==> src/rtl/board_pkg.sv <==
// Shared types and constants for the battleship board renderer.
package board_pkg;

    // Cell state codes double as the ship_rom tile bases (code << 5).
    typedef enum logic [1:0] {
        CELL_SHIP  = 2'b00,
        CELL_EMPTY = 2'b01,
        CELL_HIT   = 2'b10,
        CELL_MISS  = 2'b11
    } cell_state_t;

    // Clear sequencer states.
    typedef enum logic {
        SEQ_IDLE  = 1'b0,
        SEQ_CLEAR = 1'b1
    } seq_state_t;

    localparam int BOARD_N    = 10;
    localparam int CELL_SIZE  = 32;
    localparam int CELL_SHIFT = 5;
    localparam int BOARD_PX   = 320;
    localparam int CELL_COUNT = BOARD_N * BOARD_N;

    // Linear cell index y*10 + x, built from shifts so it stays 7 bits wide.
    function automatic logic [6:0] cell_index(input logic [3:0] col, input logic [3:0] row);
        logic [6:0] w_row7;
        logic [6:0] w_col7;
        w_row7 = {3'b000, row};
        w_col7 = {3'b000, col};
        return (w_row7 << 3) + (w_row7 << 1) + w_col7;
    endfunction

endpackage

==> src/rtl/board_cell_mem.sv <==
// 100 x 2-bit board state memory with a game-logic write port,
// a bulk-clear sequencer and one combinational read port.
module board_cell_mem
    import board_pkg::*;
(
    input  logic       clk,
    input  logic       rst,
    input  logic       wr_en,
    input  logic [3:0] wr_x,
    input  logic [3:0] wr_y,
    input  logic [1:0] wr_state,
    input  logic       clr,
    input  logic [6:0] rd_idx,
    output logic [1:0] rd_state,
    output logic       busy
);

    logic [1:0] r_cells [0:CELL_COUNT-1];
    seq_state_t r_state;
    seq_state_t w_state_nxt;
    logic [6:0] r_clr_idx;
    logic [6:0] w_clr_idx_nxt;
    logic       r_busy;
    logic       w_wr_ok;
    logic [6:0] w_wr_idx;

    // Game writes are accepted only for on-board coordinates while no clear runs.
    assign w_wr_ok  = wr_en && (wr_x <= 4'd9) && (wr_y <= 4'd9) && !r_busy;
    assign w_wr_idx = cell_index(wr_x, wr_y);

    // Out-of-range read indices never occur from the top, but return EMPTY to stay defined.
    assign rd_state = (rd_idx < 7'd100) ? r_cells[rd_idx] : CELL_EMPTY;
    assign busy     = r_busy;

    // Cell storage: reset fills EMPTY at once, clear writes one cell per cycle, else game write.
    always_ff @(posedge clk) begin
        if (rst) begin
            for (int i = 0; i < CELL_COUNT; i++) begin
                r_cells[i] <= CELL_EMPTY;
            end
        end else if (r_busy) begin
            r_cells[r_clr_idx] <= CELL_EMPTY;
        end else if (w_wr_ok) begin
            r_cells[w_wr_idx] <= wr_state;
        end
    end

    // Sequencer state, clear index and registered busy flag.
    always_ff @(posedge clk) begin
        if (rst) begin
            r_state   <= SEQ_IDLE;
            r_clr_idx <= 7'd0;
            r_busy    <= 1'b0;
        end else begin
            r_state   <= w_state_nxt;
            r_clr_idx <= w_clr_idx_nxt;
            r_busy    <= (w_state_nxt == SEQ_CLEAR);
        end
    end

    // Next-state logic: a clr pulse (re)starts the sweep at cell 0; cell 99 ends it.
    always_comb begin
        w_state_nxt   = r_state;
        w_clr_idx_nxt = r_clr_idx;
        case (r_state)
            SEQ_IDLE: begin
                if (clr) begin
                    w_state_nxt   = SEQ_CLEAR;
                    w_clr_idx_nxt = 7'd0;
                end else begin
                    w_state_nxt   = SEQ_IDLE;
                    w_clr_idx_nxt = 7'd0;
                end
            end
            SEQ_CLEAR: begin
                if (clr) begin
                    w_state_nxt   = SEQ_CLEAR;
                    w_clr_idx_nxt = 7'd0;
                end else if (r_clr_idx == 7'd99) begin
                    w_state_nxt   = SEQ_IDLE;
                    w_clr_idx_nxt = 7'd0;
                end else begin
                    w_state_nxt   = SEQ_CLEAR;
                    w_clr_idx_nxt = r_clr_idx + 7'd1;
                end
            end
            default: begin
                w_state_nxt   = SEQ_IDLE;
                w_clr_idx_nxt = 7'd0;
            end
        endcase
    end

endmodule

==> src/rtl/board_draw.sv <==
// Renders a 10x10 battleship board into the VGA pixel stream.
// Stage 1 looks up the cell and drives the ship_rom address, stage 2 waits
// for the ROM line, stage 3 picks the pixel bit and composes the colour.
module board_draw
    import board_pkg::*;
#(
    parameter logic [10:0] X_ORIGIN  = 11'd64,
    parameter logic [10:0] Y_ORIGIN  = 11'd64,
    parameter logic [11:0] COL_SHIP  = 12'h888,
    parameter logic [11:0] COL_EMPTY = 12'h00F,
    parameter logic [11:0] COL_HIT   = 12'hF00,
    parameter logic [11:0] COL_MISS  = 12'hFFF
) (
    input  logic        clk,
    input  logic        rst,
    input  logic [10:0] hcount_in,
    input  logic [10:0] vcount_in,
    input  logic        hsync_in,
    input  logic        vsync_in,
    input  logic        hblnk_in,
    input  logic        vblnk_in,
    input  logic [11:0] rgb_in,
    output logic [6:0]  rom_addr,
    input  logic [31:0] rom_pixels,
    input  logic        wr_en,
    input  logic [3:0]  wr_x,
    input  logic [3:0]  wr_y,
    input  logic [1:0]  wr_state,
    input  logic        clr,
    output logic        busy,
    output logic [10:0] hcount_out,
    output logic [10:0] vcount_out,
    output logic        hsync_out,
    output logic        vsync_out,
    output logic        hblnk_out,
    output logic        vblnk_out,
    output logic [11:0] rgb_out
);

    // Stage-0 coordinate math.
    logic [10:0] w_dx;
    logic [10:0] w_dy;
    logic        w_in_board;
    logic [6:0]  w_rd_idx;
    logic [1:0]  w_cell_state;
    logic [6:0]  w_rom_addr;

    // Stage 1 and stage 2 delay registers.
    logic [6:0]  r_rom_addr;
    logic [10:0] r_s1_hcount, r_s2_hcount;
    logic [10:0] r_s1_vcount, r_s2_vcount;
    logic        r_s1_hsync, r_s2_hsync;
    logic        r_s1_vsync, r_s2_vsync;
    logic        r_s1_hblnk, r_s2_hblnk;
    logic        r_s1_vblnk, r_s2_vblnk;
    logic [11:0] r_s1_rgb, r_s2_rgb;
    logic        r_s1_in_board, r_s2_in_board;
    logic [4:0]  r_s1_col, r_s2_col;
    logic [1:0]  r_s1_state, r_s2_state;

    // Stage 3 output registers.
    logic [10:0] r_hcount_out;
    logic [10:0] r_vcount_out;
    logic        r_hsync_out;
    logic        r_vsync_out;
    logic        r_hblnk_out;
    logic        r_vblnk_out;
    logic [11:0] r_rgb_out;

    logic        w_pix_bit;
    logic [11:0] w_fg;
    logic [11:0] w_rgb_nxt;

    board_cell_mem u_mem (
        .clk      (clk),
        .rst      (rst),
        .wr_en    (wr_en),
        .wr_x     (wr_x),
        .wr_y     (wr_y),
        .wr_state (wr_state),
        .clr      (clr),
        .rd_idx   (w_rd_idx),
        .rd_state (w_cell_state),
        .busy     (busy)
    );

    // Unsigned wrap makes positions left of / above the origin fail the < 320 test too.
    assign w_dx       = hcount_in - X_ORIGIN;
    assign w_dy       = vcount_in - Y_ORIGIN;
    assign w_in_board = (hcount_in >= X_ORIGIN) && (w_dx < 11'(BOARD_PX)) &&
                        (vcount_in >= Y_ORIGIN) && (w_dy < 11'(BOARD_PX));
    // Inside the board dx[9:5] is at most 9, so bits [8:5] carry the whole cell number.
    assign w_rd_idx   = w_in_board ? cell_index(w_dx[8:5], w_dy[8:5]) : 7'd0;
    assign w_rom_addr = w_in_board ? {w_cell_state, w_dy[4:0]} : {CELL_EMPTY, 5'd0};

    // Stage 1: ROM address plus copies of everything the colour mux needs later.
    always_ff @(posedge clk) begin
        if (rst) begin
            r_rom_addr    <= 7'd0;
            r_s1_hcount   <= 11'd0;
            r_s1_vcount   <= 11'd0;
            r_s1_hsync    <= 1'b0;
            r_s1_vsync    <= 1'b0;
            r_s1_hblnk    <= 1'b0;
            r_s1_vblnk    <= 1'b0;
            r_s1_rgb      <= 12'd0;
            r_s1_in_board <= 1'b0;
            r_s1_col      <= 5'd0;
            r_s1_state    <= 2'd0;
        end else begin
            r_rom_addr    <= w_rom_addr;
            r_s1_hcount   <= hcount_in;
            r_s1_vcount   <= vcount_in;
            r_s1_hsync    <= hsync_in;
            r_s1_vsync    <= vsync_in;
            r_s1_hblnk    <= hblnk_in;
            r_s1_vblnk    <= vblnk_in;
            r_s1_rgb      <= rgb_in;
            r_s1_in_board <= w_in_board;
            r_s1_col      <= w_dx[4:0];
            r_s1_state    <= w_cell_state;
        end
    end

    // Stage 2: hold stage-1 data while ship_rom registers the tile line.
    always_ff @(posedge clk) begin
        if (rst) begin
            r_s2_hcount   <= 11'd0;
            r_s2_vcount   <= 11'd0;
            r_s2_hsync    <= 1'b0;
            r_s2_vsync    <= 1'b0;
            r_s2_hblnk    <= 1'b0;
            r_s2_vblnk    <= 1'b0;
            r_s2_rgb      <= 12'd0;
            r_s2_in_board <= 1'b0;
            r_s2_col      <= 5'd0;
            r_s2_state    <= 2'd0;
        end else begin
            r_s2_hcount   <= r_s1_hcount;
            r_s2_vcount   <= r_s1_vcount;
            r_s2_hsync    <= r_s1_hsync;
            r_s2_vsync    <= r_s1_vsync;
            r_s2_hblnk    <= r_s1_hblnk;
            r_s2_vblnk    <= r_s1_vblnk;
            r_s2_rgb      <= r_s1_rgb;
            r_s2_in_board <= r_s1_in_board;
            r_s2_col      <= r_s1_col;
            r_s2_state    <= r_s1_state;
        end
    end

    // MSB of the ROM line is the leftmost pixel of the tile.
    assign w_pix_bit = rom_pixels[5'd31 - r_s2_col];

    // Foreground colour chosen by the cell state that produced this ROM line.
    always_comb begin
        w_fg = COL_EMPTY;
        case (r_s2_state)
            CELL_SHIP:  w_fg = COL_SHIP;
            CELL_EMPTY: w_fg = COL_EMPTY;
            CELL_HIT:   w_fg = COL_HIT;
            CELL_MISS:  w_fg = COL_MISS;
            default:    w_fg = COL_EMPTY;
        endcase
    end

    // Overlay only lit tile pixels inside the board and outside blanking.
    always_comb begin
        w_rgb_nxt = r_s2_rgb;
        if (r_s2_in_board && w_pix_bit && !r_s2_hblnk && !r_s2_vblnk) begin
            w_rgb_nxt = w_fg;
        end else begin
            w_rgb_nxt = r_s2_rgb;
        end
    end

    // Stage 3: registered pixel and timing outputs.
    always_ff @(posedge clk) begin
        if (rst) begin
            r_hcount_out <= 11'd0;
            r_vcount_out <= 11'd0;
            r_hsync_out  <= 1'b0;
            r_vsync_out  <= 1'b0;
            r_hblnk_out  <= 1'b0;
            r_vblnk_out  <= 1'b0;
            r_rgb_out    <= 12'd0;
        end else begin
            r_hcount_out <= r_s2_hcount;
            r_vcount_out <= r_s2_vcount;
            r_hsync_out  <= r_s2_hsync;
            r_vsync_out  <= r_s2_vsync;
            r_hblnk_out  <= r_s2_hblnk;
            r_vblnk_out  <= r_s2_vblnk;
            r_rgb_out    <= w_rgb_nxt;
        end
    end

    assign rom_addr   = r_rom_addr;
    assign hcount_out = r_hcount_out;
    assign vcount_out = r_vcount_out;
    assign hsync_out  = r_hsync_out;
    assign vsync_out  = r_vsync_out;
    assign hblnk_out  = r_hblnk_out;
    assign vblnk_out  = r_vblnk_out;
    assign rgb_out    = r_rgb_out;

endmodule

==> config.mk <==
export PLATFORM = sky130hd
export DESIGN_NAME = board_draw
export DESIGN_NICKNAME = d
export VERILOG_FILES = /design/src/rtl/board_pkg.sv /design/src/rtl/board_cell_mem.sv /design/src/rtl/board_draw.sv
export SDC_FILE = /design/constraint.sdc
export NUM_CORES = 1
export LEC_CHECK = 0
export BUFFER_PORTS_ARGS = -buffer_cell sky130_fd_sc_hd__buf_2
export CORE_MARGIN = 4
export CORE_UTILIZATION = 59
export CTS_CLUSTER_DIAMETER = 30
export DETAILED_ROUTE_END_ITERATION = 12
export HOLD_SLACK_MARGIN = 0.15
export PLACE_DENSITY = 0.79
export REMOVE_ABC_BUFFERS = 1
export SLEW_MARGIN = 20
export SYNTH_ARGS = -nofsm -noshare
export SYNTH_HDL_FRONTEND = slang
export SYNTH_HIERARCHICAL = 1
export SYNTH_SLANG_ARGS = --single-unit
==> constraint.sdc <==
create_clock -name clk -period 4.34 [get_ports clk]
set_input_delay 0.434 -clock clk [delete_from_list [all_inputs] [get_ports clk]]
set_output_delay 0.434 -clock clk [all_outputs]
set_load 0.02 [all_outputs]
### Yosys cells after proc, flatten, opt, wreduce, memory -nomap -nowiden

Memories as Yosys holds them, arrays and structs flattened.
Cells that the tools add are included.

* add/subtract/negate cells: 8
* divide/modulo/power cells: 0
* bitwise operators: 2
* multipliers: 0
* shifts and indexed selects: 0
* equal/unequal tests: 4
* multiplexer cells: 29
* reductions and logical operators: 16
* order comparisons: 8

Operators with widths (number)
* $pmux 12 s4: 1
* $mux 7: 5
* $ge 11x7->1 const B: 2
* $lt 11x9->1 const B: 2
* $sub 11x7->11 const B: 2
* $mux 1: 15
* $add 7x4->7: 2
* $add 7x5->7: 2
* $pmux 7 s2: 1
* $mux 12: 1
* $logic_and 1x1->1: 9
* $le 4x4->1 const B: 2
* $add 7x1->7 const B: 1
* $eq 7x7->1 const B: 1
* $lt 7x7->1 const B: 1
* $lt 5x6->1 const B: 1
* $mux 2: 3
* $mux 6: 1
* $reduce_or 2->1: 3
* $bmux 1 s5: 1
* $sub 5x5->5 const A: 1
* $eq 2x2->1 const B: 2
* $logic_not 1->1: 3
* $eq 2x1->1 const B: 1
* 3 further kinds: 4

* latch bits: 0
* memory bits (read-only): 0
* input bits: 84
* output and inout bits: 46
* logic and storage cells: 99
* memories kept: 1
* register bits after elaboration: 145
* bits in writable memories: 200

Memory list
* u_mem.r_cells: depth 100, bits a word 2, rd ports 1, clocked after Yosys merged registers in 0, wr ports 100, RTL line board_cell_mem.sv:18 `logic [1:0] r_cells [0:CELL_COUNT-1];`

### Depth between registers and ports, before layout

Gate-level depths: netlist of the first run.

* word-level depth: 10
* mapped depth: 18
* depth with buffers taken out: 18

### Hierarchy

Netlist of the first run, hierarchy kept.

By module, submodules not included
* board_cell_mem: sequential area each 6165.9 µm², cells an instance 872, times used 1, area each 11114.4 µm²
* board_draw: sequential area each 2542.4 µm², cells an instance 376, times used 1, area each 4314.1 µm²

### Worst setup path after synthesis of the first run

No wires, ideal clock.

* path type: input -> register
* start: input hcount_in[6]
* end: register r_rom_addr[6] (netlist: rom_addr[6])
* data arrival time: 3434 ps
* cell stages on the path: 13
* buffers on the path: 1
* library setup time: 115 ps
* required time: 4225 ps
* slack: 791 ps
* cell sequence: inv_1 > ha_1 > xnor2_1 > fa_1 > fa_1 > xor2_1 > nor2_1 > clkbuf_1 > mux4_2 > o211ai_1 > a31oi_1 > nor2b_1 > and2_1

* word-level cells in the longest chain between the ends: 8
* elaborated cells between the ends (all ways): 13
* those cells by class: add/sub: 2; order compare: 3; mux: 2; bitwise: 1; reduce/logical: 4; memory: 1

RTL lines
* start: declaration: RTL line board_draw.sv:16 `input logic [10:0] hcount_in,`
* $sub 11x7->11: RTL line board_draw.sv:88 `assign w_dx = hcount_in - X_ORIGIN;`
* $lt 11x9->1: RTL line board_draw.sv:90 `assign w_in_board = (hcount_in >= X_ORIGIN) && (w_dx < 11'(BOARD_PX)) &&`
* $logic_and 1x1->1 (2 in a row): RTL line board_draw.sv:90
* $logic_and 1x1->1: RTL line board_draw.sv:91 `(vcount_in >= Y_ORIGIN) && (w_dy < 11'(BOARD_PX));`
* $mux 7 (*): RTL line board_draw.sv:93 `assign w_rd_idx = w_in_board ? cell_index(w_dx[8:5], w_dy[8:5]) : 7'd0;`
* via w_rd_idx[4]: RTL line board_draw.sv:44 `logic [6:0] w_rd_idx;`
* $mem_v2 100x2 or $lt 7x7->1 (tied branches)
* $mux 2 (*): RTL line board_cell_mem.sv:32 `assign rd_state = (rd_idx < 7'd100) ? r_cells[rd_idx] : CELL_EMPTY;`
* via w_cell_state[1]: RTL line board_draw.sv:45 `logic [1:0] w_cell_state;`
* end signal: assignment: RTL line board_draw.sv:111 `r_rom_addr <= w_rom_addr;`
* end: declaration: RTL line board_draw.sv:49 `logic [6:0] r_rom_addr;`

Mark *: on every way through the listed nets, which the timed path passes. The rest lies on a longest branch.
A chain may end at the register's enable or synchronous reset.

### Worst setup path in the final report of the first run

* start: input hcount_in[7]
* end: register r_rom_addr[5] (netlist: rom_addr[5])

* word-level cells in the longest chain between the ends: 9
* elaborated cells between the ends (all ways): 12
* those cells by class: add/sub: 2; order compare: 3; mux: 3; reduce/logical: 3; memory: 1

RTL lines
* $sub 11x7->11: RTL line board_draw.sv:88
* $lt 11x9->1: RTL line board_draw.sv:90
* $logic_and 1x1->1 (*) (2 in a row): RTL line board_draw.sv:90
* $logic_and 1x1->1 (*): RTL line board_draw.sv:91
* $mux 7 (*): RTL line board_draw.sv:93
* via w_rd_idx[1]: RTL line board_draw.sv:44
* $mem_v2 100x2 or $lt 7x7->1 (tied branches)
* $mux 2 (*): RTL line board_cell_mem.sv:32
* via w_cell_state[0]: RTL line board_draw.sv:45
* $mux 6 (*): RTL line board_draw.sv:94 `assign w_rom_addr = w_in_board ? {w_cell_state, w_dy[4:0]} : {CELL_EMPTY, 5'd0};`

Marks and branches as above.

==> impl_metrics.env, run 1 <==
export IMPL_fillCellCount=1558
export IMPL_drtIter0Drc=1680
export IMPL_hold_class="primary input to register"
export IMPL_ant_nets=0
export IMPL_yosys_top_cells_count="200 x edfxtp_1, 135 x dfxtp_1, 111 x nand3_1, 108 x nor2b_1, 105 x nor3_1"
export IMPL_drtPass1Iterations=6
export IMPL_grt_max_degree=80
export IMPL_maxSlewViolCount=0
export IMPL_nets=1489
export IMPL_place_area_mm2=0.0162
export IMPL_cts_sinks=335
export IMPL_antenna_found_initial=1
export IMPL_swShare=0.229
export IMPL_worst_pin_slew_ns=1.22
export IMPL_grt_first_pass_wirelength_um=66300
export IMPL_reg2reg_from="u_mem/busy$_SDFF_PP0_"
export IMPL_cts_root_buffer="clkbuf_16"
export IMPL_grt_pass1_vias=11700
export IMPL_io_pins=130
export IMPL_start_util=0.606
export IMPL_cp_slowest_cell="dlygate4sd3_1"
export IMPL_cp_arrival_ns=4.50
export IMPL_cts_made_buffers=60
export IMPL_synth_most_common_cell="edfxtp_1"
export IMPL_pwr_share_comb=0.063
export IMPL_num_rows=58
export IMPL_cp_slowest_stage_delay_ns=0.52
export IMPL_fin_util=0.736
export IMPL_crit_buf_inv=5
export IMPL_finClkSkew_ns=0.0286
export IMPL_stdcell_area_mm2=0.0187
export IMPL_die_h_um=170
export IMPL_die_x_um=170
export IMPL_netlist_cell_type_count=69
export IMPL_stdcell_count=1760
export IMPL_route_vias_total=11500
export IMPL_h_tree_depth=2
export IMPL_reg2reg_depth=6
export IMPL_grt_overflow_total=0
export IMPL_ys_top_cells_by_area="edfxtp_1 39%, dfxtp_1 18%, mux4_2 5.3%"
export IMPL_status="completed"
export IMPL_cp_required_ns=4.85
export IMPL_routedWlPerCell_um=24.7
export IMPL_period_share=0.918
export IMPL_crit_path_max_fanout=31
export IMPL_clock_power_share=0.545
export IMPL_clk_pin_slew_worst_paths_ns=0.05
export IMPL_worstSetupPathDepth=17
export IMPL_drv_cap=0
export IMPL_yosys_area_top_type="edfxtp_1"
export IMPL_dp_cells=1611
export IMPL_finalSetupViolations=0
export IMPL_whs_path_depth=3
export IMPL_irDropWorstVdd_uv=502
export IMPL_rrSetupSlack_ns=1.01
export IMPL_fmax_mhz=251
export IMPL_crit_type="primary input to register"
export IMPL_hp_start="clr"
export IMPL_crit_chain="dlygate4sd3_1, buf_2, inv_1, ha_1, nor3_1, xor2_1, a21oi_1, o2111a_1, buf_4, and2_2, buf_12, nor3b_1, a221oi_1, a21boi_0, a221o_1, o32ai_1, o21a_1"
export IMPL_synth_cells=1248
export IMPL_power_internal_mw=6.86
export IMPL_cp_start_kind="primary input"
export IMPL_gp_congestion=0.875
export IMPL_dp_hpwl_um=25100
export IMPL_synth_edff_count=200
export IMPL_ys_seq_area_frac=0.564
export IMPL_async_reset_ff_frac=0
export IMPL_synth_main_ff_cell="edfxtp_1"
export IMPL_ys_ff_latch=335
export IMPL_coreArea_mm2=0.0255
export IMPL_clock_path_buffers=3
export IMPL_grt_usage=0.297
export IMPL_fin_crit_ns=3.98
export IMPL_cp_top_family="compound AO/OA/AOI/OAI gates"
export IMPL_p_leak_nw=6.41
export IMPL_power_density_mw_per_mm2=474
export IMPL_fp_dieArea_mm2=0.0288
export IMPL_drc=0
export IMPL_switchingPower_mw=2.03
export IMPL_via_per_inst=6.55
export IMPL_ys_warn_count=6
export IMPL_netlist_area_mm2=0.0154
export IMPL_r2r_end="u_mem/r_cells[89][1]$_SDFFCE_PN0P_"
export IMPL_antenna_cells=0
export IMPL_power_frac_seq=0.392
export IMPL_area_growth_pct=21.5
export IMPL_rsz0062_at_grt="no"
export IMPL_routed_wl_um=43500
export IMPL_relSlewSlack=0.185
export IMPL_yosysTopAreaCellShare=0.389
export IMPL_io_buffers=129
export IMPL_tritoncts="yes"
export IMPL_drive_gt1_frac=0.250
export IMPL_postCtsSetupRepairBufs=0
export IMPL_endpoint_kind="register"
export IMPL_hold_viol=0
export IMPL_min_to="u_mem/busy$_SDFF_PP0_"
export IMPL_syn_avg_cell_area_um2=12.4
export IMPL_clock_latency_ns=0.59
## what timing repair did
action	4_1_cts	5_1_grt
resized for setup	0	0
endpoints found under the hold margin	36	0
hold buffers	36	0
endpoints found under the setup margin	0	0
## logic make-up after synthesis
group / Yosys count / share of synthesized area
AOI/OAI and AO/OA: 185 / 0.0935
xor gates and xnor gates: 17 / 0.00965
adders and majority gates: 26 / 0.0230
buffers and inverters: 173 / 0.0535
DFF: 335 / 0.564
muxes: 86 / 0.107
and+or+nand+nor: 426 / 0.148
## worst max path at each step
stage | from | to | slack, ns
after CTS | hcount_in[7] | rom_addr[5]$_SDFF_PP0_ | 0.42
after global routing | hcount_in[7] | r_s1_state[0]$_SDFF_PP0_ | 0.09
after floorplan | hcount_in[6] | rom_addr[6]$_SDFF_PP0_ | -2.13
after global placement | hcount_in[6] | r_s1_state[0]$_SDFF_PP0_ | 0.47
after detailed placement | hcount_in[6] | rom_addr[5]$_SDFF_PP0_ | 0.36
final | hcount_in[7] | rom_addr[5]$_SDFF_PP0_ | 0.36
## power groups by stage
| stage | Sequential (mW) | Clock (mW) | Combinational, mW |
|---|---|---|---|
| after global routing | 3.48 | 5.03 | 0.605 |
| after CTS | 3.48 | 4.88 | 0.548 |
| after global placement | 3.54 | 0 | 0.498 |
| after detailed placement | 3.54 | 0 | 0.513 |
| final | 3.48 | 4.85 | 0.560 |
| after floorplan | 3.54 | 0 | 0.313 |
## registers in the layout (all words and copies together), names as in the netlist, 2 cells and up
name / cells
r_s2_hcount: 11
r_s1_rgb: 12
rom_addr: 7
vcount_out: 11
u_mem/r_clr_idx: 7
u_mem/r_cells: 200
hcount_out: 11
r_s1_state: 2
r_s1_hcount: 11
r_s2_vcount: 11
r_s2_rgb: 12
r_s2_state: 2
r_s1_vcount: 11
rgb_out: 12
## stage by stage
stage	setup TNS [ns]	hold slack (ns)	power (mW)	setup WS (ns)
final	0	0.171	8.89	0.358
after CTS	0	0.151	8.91	0.419
after global placement	0	0.416	4.03	0.474
after detailed placement	0	0.424	4.05	0.360
after floorplan	-8.26	0.410	3.86	-2.13
after global routing	0	0.188	9.12	0.0878
## final cells by class
class / instances / area (um^2) / share of cell area
tap: 330 / 413 / 0.0220
clock inverter: 42 / 495 / 0.0264
sequential: 335 / 8710 / 0.465
timing repair buffer: 213 / 1440 / 0.0770
clock buffer: 71 / 1640 / 0.0873
multi-input combinational: 740 / 5930 / 0.317
inverter: 29 / 109 / 0.00581
## layer usage
metal,vias to the layer above,GRT usage,part of all wire
met4,2,0.131,0.046
met2,860,0.509,0.50
met5,-,0,0.00032
met3,167,0.0696,0.11
met1,5521,0.359,0.35
li1,4982,-,-
## layout by cell type (no fill, tap or decap), types with 27 or more instances in the layout
cell           netlist  routed
dfxtp_1            135     135
inv_1               28      27
clkbuf_16            0      63
nor2b_1            108     108
buf_2               69     128
nor3_1             105     105
dlygate4sd3_1        0      36
nand3_1            111     111
mux4_2              36      36
edfxtp_1           200     200
o31ai_1            101     101
nor2_1              35      34
buf_4                6      43
## worst register-to-register path: stages (launching register included)
cell and delay, ns:
dfxtp_1 0.43, nor3b_2 0.11, nand3_1 0.09, buf_4 0.30
o31a_1 1.01, nand2b_1 0.97, nor3_1 0.13
Power figures use the tool's default switching activity.
==> run 2: changes to the inputs <==
==> constraint.sdc (replaced) <==
create_clock -name clk -period 4.05 [get_ports clk]
set_input_delay 0.405 -clock clk [delete_from_list [all_inputs] [get_ports clk]]
set_output_delay 0.405 -clock clk [all_outputs]
set_load 0.02 [all_outputs]
==> run 2 against run 1 <==
  * Via count decreased by 0.10%
  * First-iteration DRC count decreased by 6.5%
  * Clock power increased by 2%
  * Non-clock buffer count increased by 10
  * Wire length decreased by 1.6%
  * Cell count increased by 0.57%
  * Highest routed layer is now met4
==> impl_metrics.env, run 2 (synthesized netlist as in run 1, its figures left out) <==
export IMPL_status="completed"
export IMPL_hold_class="primary input to register"
export IMPL_route_vias_total=11500
export IMPL_drive_gt1_frac=0.253
export IMPL_rsz0062_at_grt="no"
export IMPL_hold_viol=0
export IMPL_die_x_um=170
export IMPL_grt_overflow_total=0
export IMPL_cts_made_buffers=60
export IMPL_finalSetupViolations=0
export IMPL_period_share=0.965
export IMPL_die_h_um=170
export IMPL_relSlewSlack=0.316
export IMPL_h_tree_depth=2
export IMPL_grt_pass1_vias=11700
export IMPL_cts_sinks=335
export IMPL_seq_area_mm2=0.00871
export IMPL_stdcell_count=1770
export IMPL_largest_reg_flops=200
export IMPL_ant_nets=0
export IMPL_via_per_inst=6.51
export IMPL_nets=1499
export IMPL_cts_root_buffer="clkbuf_16"
export IMPL_num_rows=58
export IMPL_routed_wl_um=42800
export IMPL_io_pins=130
export IMPL_hold_slack_ns=0.148
export IMPL_cp_required_ns=4.51
export IMPL_cp_arrival_ns=4.37
export IMPL_p_leak_nw=6.44
export IMPL_finClkSkew_ns=0.0187
export IMPL_worst_pin_slew_ns=1.02
export IMPL_final_cell_mix="200 x edfxtp_1, 135 x dfxtp_1, 128 x buf_2"
export IMPL_postCtsSetupRepairBufs=0
export IMPL_antenna_found_initial=0
export IMPL_tritoncts="yes"
export IMPL_drtIter0Drc=1570
export IMPL_final_common_cell="edfxtp_1"
export IMPL_fp_dieArea_mm2=0.0288
export IMPL_clk_pin_slew_worst_paths_ns=0.05
export IMPL_dp_cells=1620
export IMPL_drc=0
export IMPL_maxSlewViolCount=0
export IMPL_antenna_cells=0
export IMPL_coreArea_mm2=0.0255
export IMPL_power_density_mw_per_mm2=495
export IMPL_io_buffers=129
export IMPL_routedWlPerCell_um=24.2
export IMPL_grt_usage=0.293
export IMPL_gp_congestion=0.916
export IMPL_multi_input_area_mm2=0.00596
export IMPL_drv_cap=0
export IMPL_setup_tns_ns=0
export IMPL_crit_path_max_fanout=12
export IMPL_drtPass1Iterations=5
export IMPL_area_growth_pct=21.8
export IMPL_grt_first_pass_wirelength_um=65600
export IMPL_clock_path_buffers=3
export IMPL_crit_type="primary input to register"
export IMPL_dp_hpwl_um=24900
export IMPL_fin_crit_ns=3.91
export IMPL_irDropWorstVdd_uv=503
export IMPL_endpoint_kind="register"
export IMPL_clock_latency_ns=0.59
export IMPL_regMostFlops="u_mem/r_cells"
export IMPL_fillCellCount=1527
export IMPL_fmax_mhz=256
export IMPL_place_ws_ns=-0.00722
export IMPL_grt_max_degree=65
export IMPL_start_util=0.606
export IMPL_fin_ws_ns=0.141
export IMPL_cp_start_kind="primary input"
[run 2: cell count changes in the layout (fill, tap and decap cells not counted), moves of 3 or more]
cell	previous run	this run
buf_4	43	50
bufinv_16	8	5
clkinv_1	5	10
inv_6	7	4
[run 2: power by group]
group | internal [mW] | total (mW) | switching, mW
combinational | 0.242 | 0.605 | 0.363
clock | 3.22 | 4.97 | 1.75
sequential | 3.70 | 3.73 | 0.0352
total | 7.16 | 9.31 | 2.15
[run 2: through the flow]
| step | power [mW] | utilization | instance area [um^2] |
|---|---|---|---|
| final | 9.31 | 0.738 | 18800 |
| after CTS | 9.31 | 0.737 | 18800 |
| after detailed placement | 4.35 | 0.642 | 16300 |
| after global placement | 4.33 | 0.642 | 16300 |
| after global routing | 9.57 | 0.738 | 18800 |
| after floorplan | 4.13 | - | 14700 |
[run 2: worst paths after layout]
path / start / endpoint / slack (ns) / depth (start not counted)
setup / recovery: hcount_in[7] / rom_addr[6]$_SDFF_PP0_ / 0.14 / 17
hold / removal: vcount_in[5] / r_s1_vcount[5]$_SDFF_PP0_ / 0.15 / 3
setup reg to reg: u_mem/busy$_SDFF_PP0_ / u_mem/r_cells[21][1]$_SDFFCE_PN0P_ / 1.18 / 5
hold reg to reg: r_s1_vcount[7]$_SDFF_PP0_ / r_s2_vcount[7]$_SDFF_PP0_ / 0.43 / 1
[run 2: final cells by class]
type | instances | share of cell area
sequential | 335 | 0.463
multi-input combinational | 740 | 0.317
clock buffer | 71 | 0.0871
timing repair buffer | 223 | 0.0823
clock inverter | 42 | 0.0223
tap | 330 | 0.0220
inverter | 29 | 0.00579
[run 2: repair_timing]
action / CTS / global route
gates resized for setup: 0 / 5
hold buffers: 37 / 0
hold endpoints to repair: 36 / 0
setup endpoints to repair: 0 / 3
[run 2: per-layer routing]
metal | GRT usage | routed length (um) | vias to the layer above
met2 | 0.507 | 21500 | 748
met4 | 0.130 | 1930 | 0
li1 | - | - | 4994
met5 | 0 | 0 | -
met1 | 0.356 | 15200 | 5613
met3 | 0.0601 | 4180 | 165
[run 2: critical path, stage by stage]
cell,delay (ns)
dlygate4sd3_1,0.52
buf_2,0.14
inv_1,0.07
ha_1,0.25
xnor2_2,0.23
fa_1,0.48
fa_1,0.45
nor2_1,0.20
buf_4,0.22
nor3b_1,0.08
buf_4,0.15
a221o_1,0.31
a221oi_1,0.28
o311a_1,0.20
a31oi_1,0.05
nor2b_1,0.15
and2_1,0.18
==> run 3: changes to the inputs <==
--- a/config.mk
+++ b/config.mk
@@ -7,11 +7,11 @@
 export LEC_CHECK = 0
 export BUFFER_PORTS_ARGS = -buffer_cell sky130_fd_sc_hd__buf_2
 export CORE_MARGIN = 4
-export CORE_UTILIZATION = 59
+export CORE_UTILIZATION = 55
 export CTS_CLUSTER_DIAMETER = 30
 export DETAILED_ROUTE_END_ITERATION = 12
 export HOLD_SLACK_MARGIN = 0.15
-export PLACE_DENSITY = 0.79
+export PLACE_DENSITY = 0.74
 export REMOVE_ABC_BUFFERS = 1
 export SLEW_MARGIN = 20
 export SYNTH_ARGS = -nofsm -noshare
==> run 3 against run 2 <==
  * Combinational power fell by 1%
  * Register-to-register slack got worse by 0.21 ns
  * Critical path depth grew 1
  * Largest cell class unchanged
==> impl_metrics.env, run 3 (synthesized netlist as in run 1, its figures left out) <==
export IMPL_status="completed"
export IMPL_antenna_found_initial=0
export IMPL_ant_nets=0
export IMPL_routed_wl_um=41000
export IMPL_final_cell_mix="200 x edfxtp_1, 135 x dfxtp_1, 128 x buf_2"
export IMPL_cp_required_ns=4.56
export IMPL_crit_path_max_fanout=6
export IMPL_cp_slowest_stage_delay_ns=0.53
export IMPL_finClkSkew_ns=0.0110
export IMPL_via_per_inst=6.22
export IMPL_crit_type="primary input to register"
export IMPL_fillCellCount=1864
export IMPL_p_total_mw=9.17
export IMPL_io_buffers=129
export IMPL_nets=1493
export IMPL_drc=0
export IMPL_grt_usage=0.262
export IMPL_reg2reg_depth=5
export IMPL_tritoncts="yes"
export IMPL_hold_viol=0
export IMPL_maxSlewViolCount=0
export IMPL_rrSetupSlack_ns=0.97
export IMPL_drtPass1Iterations=6
export IMPL_cp_start_kind="primary input"
export IMPL_io_pins=130
export IMPL_dp_hpwl_um=24700
export IMPL_power_density_mw_per_mm2=489
export IMPL_final_common_cell="edfxtp_1"
export IMPL_period_share=0.951
export IMPL_fmax_mhz=260
export IMPL_postCtsSetupRepairBufs=0
export IMPL_multi_input_area_mm2=0.00595
export IMPL_grt_pass1_vias=11300
export IMPL_largest_reg_flops=200
export IMPL_cp_slowest_cell="dlygate4sd3_1"
export IMPL_start_util=0.557
export IMPL_r2r_end="u_mem/r_cells[81][1]$_SDFFCE_PN0P_"
export IMPL_worst_pin_slew_ns=1.10
export IMPL_grt_first_pass_wirelength_um=63600
export IMPL_crit_buf_inv=4
export IMPL_finalSetupViolations=0
export IMPL_grt_max_degree=66
export IMPL_rsz0062_at_grt="no"
export IMPL_h_tree_depth=2
export IMPL_clock_latency_ns=0.56
export IMPL_seq_area_mm2=0.00871
export IMPL_die_h_um=175
export IMPL_cp_top_family="adder cells"
export IMPL_route_vias_total=11300
export IMPL_hp_start="hcount_in[6]"
export IMPL_cts_made_buffers=58
export IMPL_p_leak_nw=6.38
export IMPL_whs_path_depth=3
export IMPL_drtIter0Drc=1158
export IMPL_regMostFlops="u_mem/r_cells"
export IMPL_fp_dieArea_mm2=0.0308
export IMPL_clock_path_buffers=3
export IMPL_cts_root_buffer="clkbuf_16"
export IMPL_reg2reg_from="u_mem/busy$_SDFF_PP0_"
export IMPL_min_to="r_s1_hcount[6]$_SDFF_PP0_"
export IMPL_drv_cap=0
export IMPL_setup_tns_ns=0
export IMPL_endpoint_kind="register"
export IMPL_gp_congestion=0.871
export IMPL_grt_overflow_total=0
export IMPL_coreArea_mm2=0.0277
export IMPL_die_x_um=175
export IMPL_num_rows=61
export IMPL_routedWlPerCell_um=22.7
export IMPL_drive_gt1_frac=0.248
export IMPL_area_growth_pct=21.6
export IMPL_cts_sinks=335
export IMPL_cp_arrival_ns=4.36
export IMPL_irDropWorstVdd_uv=385
export IMPL_relSlewSlack=0.269
export IMPL_clk_pin_slew_worst_paths_ns=0.05
export IMPL_crit_chain="dlygate4sd3_1, buf_2, inv_1, ha_1, xnor2_1, fa_1, fa_1, inv_1, a21oi_1, o22ai_1, xnor2_1, nor2_1, nor2b_1, nand3_1, o311a_1, a31oi_1, nor2b_1, and2_1"
export IMPL_antenna_cells=0
export IMPL_hold_class="primary input to register"
export IMPL_fin_crit_ns=3.85
## run 3: changes by cell type in the layout (fill, tap and decap cells not counted), sizes merged
| cell | change |
|---|---|
| clkinv | -8 |
| clkinvlp | +2 |
| dlygate4sd3 | +1 |
| clkbuf | -1 |
| inv | +1 |
| buf | -5 |
## run 3: power by group
part           total, mW  switching (mW)  internal, mW
Combinational      0.597           0.356         0.241
Sequential          3.73          0.0315          3.70
Clock               4.85            1.71          3.14
Total               9.17            2.09          7.08
## run 3: worst max path at each step
stage / startpoint / cells past startpoint / to
after floorplan: hcount_in[6] / 14 / rom_addr[6]$_SDFF_PP0_
after global placement: hcount_in[6] / 14 / r_s1_state[0]$_SDFF_PP0_
after detailed placement: hcount_in[6] / 14 / r_s1_state[0]$_SDFF_PP0_
after CTS: hcount_in[7] / 15 / r_s1_state[0]$_SDFF_PP0_
after global routing: hcount_in[7] / 16 / rom_addr[5]$_SDFF_PP0_
final: hcount_in[7] / 18 / rom_addr[6]$_SDFF_PP0_
## run 3: timing repair
item	in CTS	in global routing
endpoints found under the setup margin	0	3
hold endpoints to repair	37	0
hold buffers	38	0
gates resized for setup	0	4
## run 3: worst reg2reg max path: stages (launching register included)
cell and delay (ns):
dfxtp_1 0.36, nor3b_2 0.29, and3_1 0.46, and2_0 0.64
nand2b_1 0.72, nor3_1 0.41
## run 3: through the flow
stage	cell area [um^2]	utilization	hold slack (ns)	instances	setup slack, ns
after detailed placement	16400	0.591	0.422	1663	0.0340
after global placement	16400	0.591	0.416	1663	0.152
final	18800	0.677	0.169	1808	0.198
after CTS	18700	0.676	0.158	1808	0.0462
after global routing	18800	0.677	0.186	1808	0.00758
after floorplan	14700	-	0.410	1104	-2.39
## run 3: layer usage
layer / vias up / global-route usage / wire [um]
li1: 4980 / - / -
met1: 5401 / 0.340 / 15400
met2: 737 / 0.429 / 19300
met3: 133 / 0.0669 / 4660
met4: 0 / 0.103 / 1710
met5: - / 0 / 0
## run 3: area by class of cell
type / count / area share
sequential: 335 / 0.464
multi-input combinational: 740 / 0.317
clock buffer: 70 / 0.0848
timing repair buffer: 219 / 0.0810
tap: 378 / 0.0252
clock inverter: 37 / 0.0217
inverter: 29 / 0.00580
